===== config.mk =====
export PLATFORM = sky130hd
export DESIGN_NAME = hazard_scoreboard_unit
export DESIGN_NICKNAME = d
export VERILOG_FILES = /design/src/rtl/hazard_pkg.sv /design/src/rtl/hazard_pend_counter.sv /design/src/rtl/hazard_scoreboard_unit.sv
export SDC_FILE = /design/constraint.sdc
export NUM_CORES = 1
export LEC_CHECK = 0
export CAP_MARGIN = 5
export CELL_PAD_IN_SITES_DETAIL_PLACEMENT = 2
export CELL_PAD_IN_SITES_GLOBAL_PLACEMENT = 2
export CORE_ASPECT_RATIO = 0.7
export CORE_UTILIZATION = 40
export DETAILED_ROUTE_END_ITERATION = 8
export HOLD_SLACK_MARGIN = 0.02
export PLACE_DENSITY_LB_ADDON = 0.1
export SLEW_MARGIN = 20
export SYNTH_ARGS = -nofsm -noshare
export SYNTH_HDL_FRONTEND = slang
export SYNTH_SLANG_ARGS = --single-unit

===== constraint.sdc =====
create_clock -name i_clk -period 7.9 [get_ports i_clk]
set_input_delay 1.58 -clock i_clk [delete_from_list [all_inputs] [get_ports i_clk]]
set_output_delay 1.58 -clock i_clk [all_outputs]
set_load 0.01 [all_outputs]

===== src/rtl/hazard_pkg.sv =====
// Shared definitions for the hazard scoreboard: parameter defaults, the
// multiply/divide FSM state type and the per-register pending-counter width.
package hazard_pkg;

   localparam int NUM_REGS_DEF = 32;
   localparam int LOAD_LAT_DEF = 1;
   localparam int PEND_W       = 3;

   typedef enum logic {
      IDLE = 1'b0,
      BUSY = 1'b1
   } mdu_state_t;

endpackage


===== src/rtl/hazard_pend_counter.sv =====
// One architectural register's load-pending counter: a reload to LOAD_LAT
// wins over the countdown, and the count parks at zero.
module hazard_pend_counter
   import hazard_pkg::*;
#(
   parameter int LOAD_LAT = LOAD_LAT_DEF
) (
   input  logic i_clk,
   input  logic i_rst,
   input  logic i_reload,
   output logic o_pending
);

   localparam logic [PEND_W-1:0] RELOAD_VAL = PEND_W'(LOAD_LAT);

   logic [PEND_W-1:0] cnt_q;

   always_ff @(posedge i_clk or posedge i_rst) begin
      if (i_rst) begin
         cnt_q <= '0;
      end else if (i_reload) begin
         cnt_q <= RELOAD_VAL;
      end else if (cnt_q != '0) begin
         cnt_q <= cnt_q - 1'b1;
      end
   end

   assign o_pending = (cnt_q != '0);

endmodule


===== src/rtl/hazard_scoreboard_unit.sv =====
// Pipeline hazard unit: per-register load scoreboard plus a single
// outstanding mul/div tracker, producing stall/flush controls and counters.
module hazard_scoreboard_unit
   import hazard_pkg::*;
#(
   parameter int NUM_REGS = NUM_REGS_DEF,
   parameter int LOAD_LAT = LOAD_LAT_DEF,
   parameter int CNT_W    = 16,
   localparam int AW      = $clog2(NUM_REGS)
) (
   input  logic          i_clk,
   input  logic          i_rst,
   input  logic [AW-1:0] i_id_rs1_addr,
   input  logic [AW-1:0] i_id_rs2_addr,
   input  logic          i_id_rs1_used,
   input  logic          i_id_rs2_used,
   input  logic          i_id_is_mdu,
   input  logic          i_issue,
   input  logic [AW-1:0] i_issue_rd_addr,
   input  logic          i_issue_is_load,
   input  logic          i_issue_is_mdu,
   input  logic          i_mdu_done,
   input  logic          i_redirect,
   output logic          o_stall_pc,
   output logic          o_stall_if_id,
   output logic          o_flush_if_id,
   output logic          o_flush_id_ex,
   output logic          o_mdu_busy,
   output logic          o_mdu_state,
   output logic [CNT_W-1:0] o_stall_cnt,
   output logic [CNT_W-1:0] o_flush_cnt
);

   // Issue handshake: i_issue is the ID-stage request (valid), and the
   // instruction is accepted into EX only in a cycle where neither a stall
   // nor a redirect is present (ready = ~stall & ~i_redirect). A request
   // that is not accepted leaves all scoreboard state untouched.
   logic stall;
   logic eff_issue;
   logic load_issue;
   logic mdu_issue;

   assign eff_issue  = i_issue & ~stall & ~i_redirect;
   assign load_issue = eff_issue & i_issue_is_load;
   assign mdu_issue  = eff_issue & i_issue_is_mdu;

   logic [NUM_REGS-1:0] pend_vec;
   logic [NUM_REGS-1:0] reload_vec;

   // x0 is hardwired and can never be waited on.
   assign pend_vec[0]   = 1'b0;
   assign reload_vec[0] = 1'b0;

   generate
      for (genvar r = 1; r < NUM_REGS; r++) begin : g_pend
         assign reload_vec[r] = load_issue && (i_issue_rd_addr == AW'(r));

         hazard_pend_counter #(
            .LOAD_LAT (LOAD_LAT)
         ) u_pend_counter (
            .i_clk     (i_clk),
            .i_rst     (i_rst),
            .i_reload  (reload_vec[r]),
            .o_pending (pend_vec[r])
         );
      end
   endgenerate

   mdu_state_t    state_q;
   mdu_state_t    state_d;
   logic [AW-1:0] mdu_rd_q;
   logic [AW-1:0] mdu_rd_d;
   logic          mdu_busy;

   assign mdu_busy = (state_q == BUSY);

   always_ff @(posedge i_clk or posedge i_rst) begin
      if (i_rst) begin
         state_q  <= IDLE;
         mdu_rd_q <= '0;
      end else begin
         state_q  <= state_d;
         mdu_rd_q <= mdu_rd_d;
      end
   end

   // A new MDU op accepted in the same cycle the old one completes keeps the
   // unit busy, now tracking the newer destination.
   always_comb begin
      state_d  = state_q;
      mdu_rd_d = mdu_rd_q;
      case (state_q)
         IDLE: begin
            if (mdu_issue) begin
               state_d  = BUSY;
               mdu_rd_d = i_issue_rd_addr;
            end
         end
         BUSY: begin
            if (mdu_issue) begin
               state_d  = BUSY;
               mdu_rd_d = i_issue_rd_addr;
            end else if (i_mdu_done) begin
               state_d  = IDLE;
            end
         end
         default: begin
            state_d = IDLE;
         end
      endcase
   end

   logic rs1_load_hz;
   logic rs2_load_hz;
   logic rs1_mdu_hz;
   logic rs2_mdu_hz;
   logic data_hz;
   logic struct_hz;

   assign rs1_load_hz = i_id_rs1_used & pend_vec[i_id_rs1_addr];
   assign rs2_load_hz = i_id_rs2_used & pend_vec[i_id_rs2_addr];
   assign rs1_mdu_hz  = i_id_rs1_used & (i_id_rs1_addr == mdu_rd_q);
   assign rs2_mdu_hz  = i_id_rs2_used & (i_id_rs2_addr == mdu_rd_q);

   assign data_hz   = rs1_load_hz | rs2_load_hz |
                      (mdu_busy & (mdu_rd_q != '0) & (rs1_mdu_hz | rs2_mdu_hz));
   assign struct_hz = i_id_is_mdu & mdu_busy & ~i_mdu_done;

   // The redirect squashes the ID instruction anyway, so holding it is moot.
   assign stall = (data_hz | struct_hz) & ~i_redirect & ~i_rst;

   assign o_stall_pc    = stall;
   assign o_stall_if_id = stall;
   assign o_flush_if_id = i_redirect;
   assign o_flush_id_ex = (i_redirect & ~i_rst) | stall;
   assign o_mdu_busy    = mdu_busy;
   assign o_mdu_state   = state_q;

   logic [CNT_W-1:0] stall_cnt_q;
   logic [CNT_W-1:0] flush_cnt_q;

   always_ff @(posedge i_clk or posedge i_rst) begin
      if (i_rst) begin
         stall_cnt_q <= '0;
         flush_cnt_q <= '0;
      end else begin
         if (stall && (stall_cnt_q != '1)) begin
            stall_cnt_q <= stall_cnt_q + 1'b1;
         end
         if (i_redirect && (flush_cnt_q != '1)) begin
            flush_cnt_q <= flush_cnt_q + 1'b1;
         end
      end
   end

   assign o_stall_cnt = stall_cnt_q;
   assign o_flush_cnt = flush_cnt_q;

endmodule


==> impl_metrics.env <==
export IMPL_drt_iter0_markers=289
export IMPL_synth_async_sr_flop_share=1.000
export IMPL_total_setup_violations_reported_at_the_end_of_the_flow=0
export IMPL_dp_cells=1105
export IMPL_r2r_start="g_pend[21].u_pend_counter.cnt_q[0]"
export IMPL_rows=42
export IMPL_post_cts_repair_timing_setup_buffer_count=0
export IMPL_post_route_cells_drive_above_1_share=0.06873
export IMPL_crit_top_cell="clkdlybuf4s50_1"
export IMPL_cts_tree="built"
export IMPL_netlist_top_cells_area="dfrtp_1 42%, ha_1 10%, xnor2_1 6.1%, nor2_1 3.6%, inv_1 3.5%"
export IMPL_max_slew_worst_pin_slew_ns=1.103
export IMPL_antenna_violating_nets_post_route=0
export IMPL_outcome="finished, final reports clean"
export IMPL_synthCells=802
export IMPL_synth_top_cell_by_area="dfrtp_1"
export IMPL_initial_standard_cell_utilization_of_the_core=0.4116
export IMPL_max_cap_violation_count=0
export IMPL_post_cts_resized_instances=0
export IMPL_post_route_drc_count=0
export IMPL_hold_removal_path_class="reg2reg"
export IMPL_yosys_cell_types=51
export IMPL_groute_usage_overall=0.2427
export IMPL_cts_max_level=4
export IMPL_grt_max_degree=53
export IMPL_area_growth_pct=18.68
export IMPL_period_needed_ns=6.091
export IMPL_p_per_area_mw_per_mm2=391.4
export IMPL_critPathMaxFanout=13
export IMPL_drt_wirelength_per_cell_um=20.07
export IMPL_fin_nets=949
export IMPL_layout_cells_non_filler=1137
export IMPL_gpl_final_weighted_congestion=0.8322
export IMPL_dp_final_hpwl_um=16430
export IMPL_synth_sequential_area_ratio=0.4175
export IMPL_portBuffers=62
export IMPL_synth_seq_cells=131
export IMPL_top_level_ports=63
export IMPL_crit_slowest_cell="clkdlybuf4s50_1"
export IMPL_die_area_sq_mm=0.02020
export IMPL_worstReg2RegEnd="g_pend[19].u_pend_counter.cnt_q[2]"
export IMPL_clkSinkCount=131
export IMPL_peakVddDrop_uv=155.2
export IMPL_synth_avg_cell_area_sq_um=9.790
export IMPL_setup_worst_path_class="in2out"
export IMPL_core_box_area_sq_mm=0.01908
export IMPL_critical_path_required_ns=6.32
export IMPL_timing_hold_worst_endpoint="o_stall_cnt[5]"
export IMPL_p_leak_nw=4.252
export IMPL_final_core_utilization=0.4885
export IMPL_cts_hold_buf=0
export IMPL_setup_tns_ns=0
export IMPL_route_final_wire_length_um=22820
export IMPL_grt_first_pass_wirelength_um=37570
export IMPL_rr_worst_depth=11
export IMPL_synth_warning_count=0
export IMPL_multi_input_area_sq_mm=0.004179
export IMPL_synth_edf_count=0
export IMPL_cts_root_buf="clkbuf_16"
export IMPL_fmax_ghz=0.1642
export IMPL_final_max_slew_viol_count=0
export IMPL_min_from="o_stall_cnt[5]"
export IMPL_postSynthNetCount=891
export IMPL_worst_path_largest_cell_delay_ns=0.84
export IMPL_ff_latch_area_sq_mm=0.003278
export IMPL_clock_latency_ns=0.43
export IMPL_fin_worst_skew_ns=0.009740
export IMPL_synth_top_cell_area_share=0.4175
export IMPL_synth_ff_type="dfrtp_1"
export IMPL_min_delay_path_depth=1
export IMPL_via_count=6083
export IMPL_first_global_vias=6939
export IMPL_drt_pass1_iter_count=4
export IMPL_syn_cell_area_sq_mm=0.007851
export IMPL_ordered_cell_list_for_the_critical_path="clkdlybuf4s50_1, mux4_2, or2_1, a2111oi_4, nor3_1, nor2_1, clkdlybuf4s50_1"
export IMPL_minimum_setup_slack_among_reg_to_reg_paths_ns=3.76
export IMPL_final_fill_count=2008
export IMPL_slew_limit_headroom=0.2622
export IMPL_antenna_cells_inserted=0
export IMPL_path_clk_slew_ns=0.06
export IMPL_viasPerCell=5.350
export IMPL_total_cts_buffers=17
export IMPL_gr_total_overflow=0
export IMPL_rsz_0062_raised_after_global_routing="false"
export IMPL_dieHeight_um=119.2
export IMPL_worst_endpoint_arrival_ns=4.51
export IMPL_cts_path_max_buffers=2
export IMPL_final_period_utilization=0.7710
export IMPL_horiz_die_dim_um=169.5
export IMPL_antenna_violations_before_repair=0
export IMPL_timing_critical_path_from_type="input pin"
export IMPL_crit_path_end_kind="primary output"
export IMPL_hold_viol_final=0
==> worst max path at each step <==
stage                           from             to  slack [ns]  cells after the start
finish              i_id_rs2_addr[2]  o_flush_id_ex        1.81                      7
global route        i_id_rs2_addr[2]  o_flush_id_ex        1.65                      7
CTS                 i_id_rs2_addr[2]  o_flush_id_ex        1.79                      7
detailed placement  i_id_rs2_addr[2]  o_flush_id_ex        1.79                      7
global placement    i_id_rs2_addr[2]  o_flush_id_ex        1.82                      7
floorplan           i_id_rs2_addr[1]     o_stall_pc        2.72                     11
==> routing by layer <==
metal / GRT usage / up-vias / wire [um]
met5: 0 / - / 0
met4: 0.06532 / 0 / 294
met3: 0.03922 / 21 / 561
met2: 0.4110 / 70 / 11220
met1: 0.3213 / 3157 / 10750
li1: - / 2835 / -
==> area by class of cell <==
| cell class | count | share of cell area |
|---|---|---|
| multi-input combinational | 568 | 0.4485 |
| clock buffer | 20 | 0.04901 |
| inverter | 75 | 0.03048 |
| clock inverter | 12 | 0.01410 |
| tap | 264 | 0.03545 |
| sequential | 131 | 0.3518 |
| timing repair buffer | 67 | 0.07063 |
==> kinds of logic (layout without fill, tap and decap cells) <==
logic type | Yosys count | count (layout) | synth area share
AO/OA/AOI/OAI | 121 | 121 | 0.1020
multiplexers | 39 | 39 | 0.06518
flip-flops | 131 | 131 | 0.4175
AND/OR/NAND/NOR | 274 | 274 | 0.1829
adder cells (fa/ha/maj) | 64 | 64 | 0.1020
XOR/XNOR | 70 | 70 | 0.07809
buffers and inverters | 103 | 174 | 0.05227
==> through the flow <==
step / hold slack [ns] / power (mW) / area (sq um) / setup WS [ns]
after detailed placement: 0.4852 / 2.854 / 8726 / 1.791
after floorplan: 0.4802 / 2.357 / 7851 / 2.718
after global routing: 0.5209 / 3.951 / 9318 / 1.647
final: 0.4905 / 3.647 / 9318 / 1.809
after global placement: 0.4703 / 2.650 / 8726 / 1.820
after CTS: 0.4956 / 3.702 / 9314 / 1.794
==> where the power goes <==
| part | total (mW) | leakage (nW) | internal, mW | switching (mW) |
|---|---|---|---|---|
| logic | 1.67 | 2.37 | 0.771 | 0.901 |
| registers | 1.18 | 1.60 | 0.975 | 0.204 |
| clock network | 0.797 | 0.278 | 0.481 | 0.316 |
==> worst max-delay path: cells and delay by family <==
family,cells,cell delay (ns)
muxes,1,0.56
AOI/OAI and AO/OA,1,0.49
buffers and inverters,2,1.39
and+or+nand+nor,3,0.47
==> cell usage after synthesis (all sizes together), types with 2 or more instances <==
| master | number |
|---|---|
| and4b | 3 |
| nand3 | 23 |
| nor3 | 17 |
| a221oi | 6 |
| mux4 | 9 |
| and3 | 13 |
| nand2 | 45 |
| nor4b | 4 |
| dfrtp | 131 |
| xnor2 | 55 |
| xor2 | 15 |
| nor2b | 42 |
| nor2 | 76 |
| nand3b | 2 |
| a22oi | 7 |
| and2 | 3 |
| a21o | 12 |
| clkbuf | 12 |
| a21oi | 51 |
| mux2i | 23 |
| a211oi | 3 |
| o21a | 7 |
| inv | 75 |
| a31oi | 23 |
| nand4 | 10 |
| nand2b | 14 |
| buf | 16 |
| and4 | 5 |
| mux2 | 7 |
| o21ai | 4 |
| nor3b | 10 |
| or2 | 5 |
| ha | 64 |
==> flip-flops by register name, summed over array words and instances, names as in the netlist <==
name,count
g_pend.u_pend_counter.cnt_q,93
o_mdu_busy,1
mdu_rd_q,5
o_flush_cnt,16
o_stall_cnt,16
==> layout by cell type (no fill, tap or decap), types with 3 or more instances in the layout <==
cell type / instances
a211oi_1: 3
clkinv_2: 3
nand2_1: 45
a21oi_1: 51
clkinvlp_4: 4
nor3b_1: 9
and3_1: 13
mux2_1: 6
a221oi_1: 3
xnor2_1: 55
clkdlybuf4s50_1: 62
nand2b_1: 13
a21o_1: 12
ha_1: 64
and2_1: 3
mux2i_1: 23
xor2_1: 15
dfrtp_1: 131
and4b_1: 3
a221oi_2: 3
nor4b_2: 3
and4_1: 5
mux4_2: 9
a22oi_1: 7
nand3_1: 23
o21a_1: 7
a31oi_1: 23
buf_4: 5
inv_1: 73
nor2b_1: 42
o21ai_0: 3
nand4_1: 10
or2_1: 5
clkbuf_16: 17
nor2_1: 75
nor3_1: 17
(Power assumes the default switching activity.)
